File: src/rtl/cmp_alu_stage.sv
// Registered compare/select execute stage with a 2-entry skid buffer on a valid/ready handshake.
// Define CMP_ALU_FLAGS_EN to add the out_flags port (Z, LT, LTU) carried alongside each result.
module cmp_alu_stage #(
  parameter int WIDTH = 8,
  parameter int TAG_W = 4
) (
  input  logic             clk,
  input  logic             rst_n,
  input  logic             in_valid,
  output logic             in_ready,
  input  logic [2:0]       in_op,
  input  logic [WIDTH-1:0] in_a,
  input  logic [WIDTH-1:0] in_b,
  input  logic [TAG_W-1:0] in_tag,
  output logic             out_valid,
  input  logic             out_ready,
  output logic [WIDTH-1:0] out_result,
  output logic [TAG_W-1:0] out_tag
`ifdef CMP_ALU_FLAGS_EN
  ,
  output logic [2:0]       out_flags
`endif
);

  typedef enum logic [1:0] {
    EMPTY = 2'b00,
    ONE   = 2'b01,
    FULL  = 2'b10
  } state_t;

  state_t state;

  logic             lt_s;
  logic             lt_u;
  logic             eq;
  logic [WIDTH-1:0] res_d;

  logic [WIDTH-1:0] skid_result;
  logic [TAG_W-1:0] skid_tag;

  logic load_main;
  logic load_skid;
  logic main_from_skid;

  always_comb begin
    lt_s = $signed(in_a) < $signed(in_b);
    lt_u = in_a < in_b;
    eq   = in_a == in_b;
    res_d = '0;
    case (in_op)
      3'b000:  res_d = {{(WIDTH-1){1'b0}}, lt_s};
      3'b001:  res_d = {{(WIDTH-1){1'b0}}, lt_u};
      3'b010:  res_d = {{(WIDTH-1){1'b0}}, eq};
      3'b011:  res_d = {{(WIDTH-1){1'b0}}, ~eq};
      // Ties select A for all four min/max forms.
      3'b100:  res_d = (lt_s || eq) ? in_a : in_b;
      3'b101:  res_d = lt_s ? in_b : in_a;
      3'b110:  res_d = (lt_u || eq) ? in_a : in_b;
      3'b111:  res_d = lt_u ? in_b : in_a;
      default: res_d = '0;
    endcase
  end

  // Storage enables decoded from the registered state; only accepted inputs reach the registers.
  always_comb begin
    load_main      = 1'b0;
    load_skid      = 1'b0;
    main_from_skid = 1'b0;
    case (state)
      EMPTY: load_main = in_valid;
      ONE: begin
        load_main = in_valid && out_ready;
        load_skid = in_valid && !out_ready;
      end
      FULL: begin
        load_main      = out_ready;
        main_from_skid = 1'b1;
      end
      default: ;
    endcase
  end

  always_ff @(posedge clk or negedge rst_n) begin
    if (!rst_n) begin
      state     <= EMPTY;
      out_valid <= 1'b0;
      in_ready  <= 1'b1;
    end else begin
      case (state)
        EMPTY: begin
          if (in_valid) begin
            state     <= ONE;
            out_valid <= 1'b1;
          end
        end
        ONE: begin
          if (!in_valid && out_ready) begin
            state     <= EMPTY;
            out_valid <= 1'b0;
          end else if (in_valid && !out_ready) begin
            state    <= FULL;
            in_ready <= 1'b0;
          end
        end
        FULL: begin
          if (out_ready) begin
            state    <= ONE;
            in_ready <= 1'b1;
          end
        end
        default: begin
          state     <= EMPTY;
          out_valid <= 1'b0;
          in_ready  <= 1'b1;
        end
      endcase
    end
  end

  always_ff @(posedge clk or negedge rst_n) begin
    if (!rst_n) begin
      out_result  <= '0;
      out_tag     <= '0;
      skid_result <= '0;
      skid_tag    <= '0;
    end else begin
      if (load_main) begin
        out_result <= main_from_skid ? skid_result : res_d;
        out_tag    <= main_from_skid ? skid_tag : in_tag;
      end
      if (load_skid) begin
        skid_result <= res_d;
        skid_tag    <= in_tag;
      end
    end
  end

`ifdef CMP_ALU_FLAGS_EN
  logic [2:0] flags_d;
  logic [2:0] skid_flags;

  assign flags_d = {lt_u, lt_s, eq};

  always_ff @(posedge clk or negedge rst_n) begin
    if (!rst_n) begin
      out_flags  <= '0;
      skid_flags <= '0;
    end else begin
      if (load_main) out_flags <= main_from_skid ? skid_flags : flags_d;
      if (load_skid) skid_flags <= flags_d;
    end
  end
`endif

endmodule

File: config.mk
export PLATFORM = sky130hd
export DESIGN_NAME = cmp_alu_stage
export DESIGN_NICKNAME = d
export VERILOG_FILES = /design/src/rtl/cmp_alu_stage.sv
export SDC_FILE = /design/constraint.sdc
export NUM_CORES = 1
export LEC_CHECK = 0
export CAP_MARGIN = 5
export CORE_UTILIZATION = 45
export CTS_BUF_LIST = sky130_fd_sc_hd__clkbuf_2 sky130_fd_sc_hd__clkbuf_4 sky130_fd_sc_hd__clkbuf_8
export CTS_CLUSTER_SIZE = 25
export DETAILED_ROUTE_END_ITERATION = 10
export MAX_ROUTING_LAYER = met4
export PLACE_DENSITY = 0.82
export SLEW_MARGIN = 20
export SYNTH_ARGS = -nofsm -noshare
export SYNTH_HDL_FRONTEND = slang
export SYNTH_SLANG_ARGS = --single-unit
File: constraint.sdc
create_clock -name clk -period 2.06 [get_ports clk]
set_clock_uncertainty 0.15 [all_clocks]
set_input_delay 0.309 -clock clk [delete_from_list [all_inputs] [get_ports clk]]
set_output_delay 0.309 -clock clk [all_outputs]
set_load 0.02 [all_outputs]
==> results.toml <==
[run_status]
status = "finished, violations left"
violations = "setup timing"

[floorplan]
io_pins = 41
die_area_sq_um = 4500
die_y_um = 67.1
core-area_sq_um = 4030
die_x_um = 67.1
num_rows = 23
initial_utilization_pct = 47.4

[pwr]
p_comb_share_pct = 54.1
seqPwrFrac_pct = 34.3
power_frac_clock_pct = 11.6
switching_share_pct = 39.4
p_switching_mw = 1.13
leakage_nw = 1.34
power_density_nw_per_um2 = 949
p_total_mw = 2.86
ir_drop_uv = 407
p_int_mw = 1.73

[worst_setup_path]
r2r_end = "out_result[7]$_DFFE_PN0P_"
cpMaxStageDelayCell = "mux2_4"
endpoint = "out_result[3]$_DFFE_PN0P_"
path_cells = "buf_8, inv_4, ha_4, a21o_1, a211oi_4, a31oi_4, o22ai_4, mux2_4, a22oi_2, a21oi_2"
start_kind = "input port"
crit_type = "input port to flop"
worstPathRequired_ns = 2.06
crit_family = "compound AO/OA/AOI/OAI gates"
r2r_slack_ns = 0.28
cp-startpoint = "in_b[3]"
arrival_ns = 2.27
crit_cells = 10
critical_path_peak_fanout = 5
worstReg2RegStart = "state[0]$_DFFE_PN0P_"
slowest_delay_ns = 0.37
path_buf_inv = 2
timing.critical_path.to_type = "flop"
r2r_cells = 7

[global_route]
grt_use_total_pct = 25.7
use_met2_pct = 47.8
grt_overflow = 0
met1_usage_pct = 29.7
antenna_found_initial = 0
grt-busiest-layer = "met2"
grt_pass1_wl_um = 8560
globalRouteMet3Util_pct = 1.54
grt_max_degree = 29
grt_pass1_vias = 1946

[synthesis]
synth_ff_type = "dfrtp_1"
synthArstFlopShare_pct = 100
synth_top_area_share_pct = 35.4
yosysMostFrequentCell = "nand2_1"
syn_avg_cell_area_sq_um = 8.59
synth-edff-count = 0
synth-seq-area-share_pct = 36.8
yosysTopAreaCell = "dfrtp_1"
ys_types = 51
syn_nets = 260
synth-seq-cells = 28
synth_common_cells = "nand2_1, nor2_1, dfrtp_1"
syn_area_sq_um = 1910
ys_warn_count = 0
synth_area_leaders = "dfrtp_1, ha_1, nand2_1"
synthCells = 222

[cts]
postCtsHoldBufs = 0
clkLatencyLatePin_ns = 0.27
cts.path.max_buffers = 2
cts_htree_levels = 1
path_clk_slew_ns = 0.09
cts_sinks = 28
numCtsBuffers = 3
cts_tree = "built"
cts_root_buf = "clkbuf_8"

[sta]
rsz0062_at_grt = "true"
slew_headroom_pct = 77.0
hold_viol = 0
finalWorstSetupSlack_ns = -0.205
holdWs_ns = 0.259
fin_crit_ns = 2.26
post-route-period-util_pct = 110
max_freq_mhz = 442
tightest_slew_ns = 0.345
maxSlewViolCount = 0
finalSetupViolations = 16

[layout]
diodes = 0
nets = 344
drive_gt1_share_pct = 39.3
final_area_sq_um = 3010
finalNonFillerCells = 355
areaGrowthSynthToFinish_pct = 57.9

[detailed_routing]
drt_iter0_markers = 123
ant_nets = 0
finalWirelength_um = 5180
vias = 1907
wl_per_cell_um = 14.6
dr.pass1.iters = 4
drc = 0
viasPerCell = 5.37

[min_path]
hold_path.class = "input port to async pin"

[placed_design]
io_buffer_count = 40
dp_slack_ns = -1.03
hpwl_um = 3810
dp_cells = 347
placed_area_sq_um = 2740
place_congestion = 0.905

[flow_run]
drv_cap = 0
## metrics by stage
step / util [%] / TNS, ns
final: 74.8 / -2.61
after global routing: 74.8 / -3.97
after CTS: 73.7 / -2.72
after detailed placement: 67.9 / -15.30
after global placement: 67.9 / -14.16
after floorplan: - / -3.17
## worst min-delay path by stage
stage | from | to | slack (ns) | cells past startpoint
2_1_floorplan | rst_n | out_result[0]$_DFFE_PN0P_ | -0.14 | 0
3_3_place_gp | skid_tag[0]$_DFFE_PN0P_ | skid_tag[0]$_DFFE_PN0P_ | 0.31 | 2
3_5_place_dp | skid_tag[0]$_DFFE_PN0P_ | skid_tag[0]$_DFFE_PN0P_ | 0.31 | 2
4_1_cts | rst_n | state[1]$_DFFE_PN0P_ | 0.27 | 2
5_1_grt | rst_n | skid_result[6]$_DFFE_PN0P_ | 0.30 | 2
6_report | rst_n | out_valid$_DFFE_PN0P_ | 0.26 | 2
## sequential cells by signal, summed over array words and instances, names as in the netlist
register,count
state,2
out_tag,4
out_valid,1
out_result,8
skid_result,8
in_ready,1
skid_tag,4
## power by group through the flow
stage / clock (mW) / combinational, mW / sequential, mW
after global routing: 0.353 / 1.69 / 1.01
after detailed placement: 0 / 1.43 / 0.989
after floorplan: 0 / 0.726 / 1.09
after CTS: 0.337 / 1.51 / 0.978
final: 0.331 / 1.55 / 0.981
after global placement: 0 / 1.37 / 0.971
## layout by cell type (no fill, tap or decap), types with 8 or more instances in the layout
| master | netlist | layout |
|---|---|---|
| buf_4 | 1 | 43 |
| nand2_1 | 36 | 35 |
| dfrtp_1 | 27 | 27 |
| nor2_1 | 28 | 26 |
| clkdlybuf4s50_1 | 0 | 24 |
| a21oi_1 | 17 | 12 |
| buf_6 | 1 | 9 |
| ha_4 | 0 | 8 |
## cell type report
type                            instances  area, sq um
Clock buffer                            4         55.1
Fill cell                             294         1020
Inverter                               13         63.8
Multi-Input combinational cell        170         1340
Sequential cell                        28          702
Tap cell                               50         62.6
Timing Repair Buffer                   90          786
## per-layer routing
metal  up-vias  part of all wire (%)
met5         -                     0
met3        13                   3.6
met4         0                   2.3
met2        55                    53
li1        940                     -
met1       899                    41
## cells by family (layout without fill, tap and decap cells)
kind of cell             after synthesis  after routing  share of synthesized area (%)
AND/OR/NAND/NOR                       82             82                           19.0
flip-flops                            28             28                           36.8
AO/OA/AOI/OAI                         65             65                           23.9
adder cells (fa/ha/maj)               11             11                           7.21
multiplexers                          10             10                           5.77
buffers and inverters                 24            107                           6.43
XOR/XNOR                               2              2                          0.918
## repair_timing
action                                  in CTS  in global routing
pin swaps                                   30                 19
gates resized for setup                     93                 17
endpoints found under the setup margin      16                 16
buffers inserted                             5                  2
Note: power is estimated with default switching activity, not from simulation.
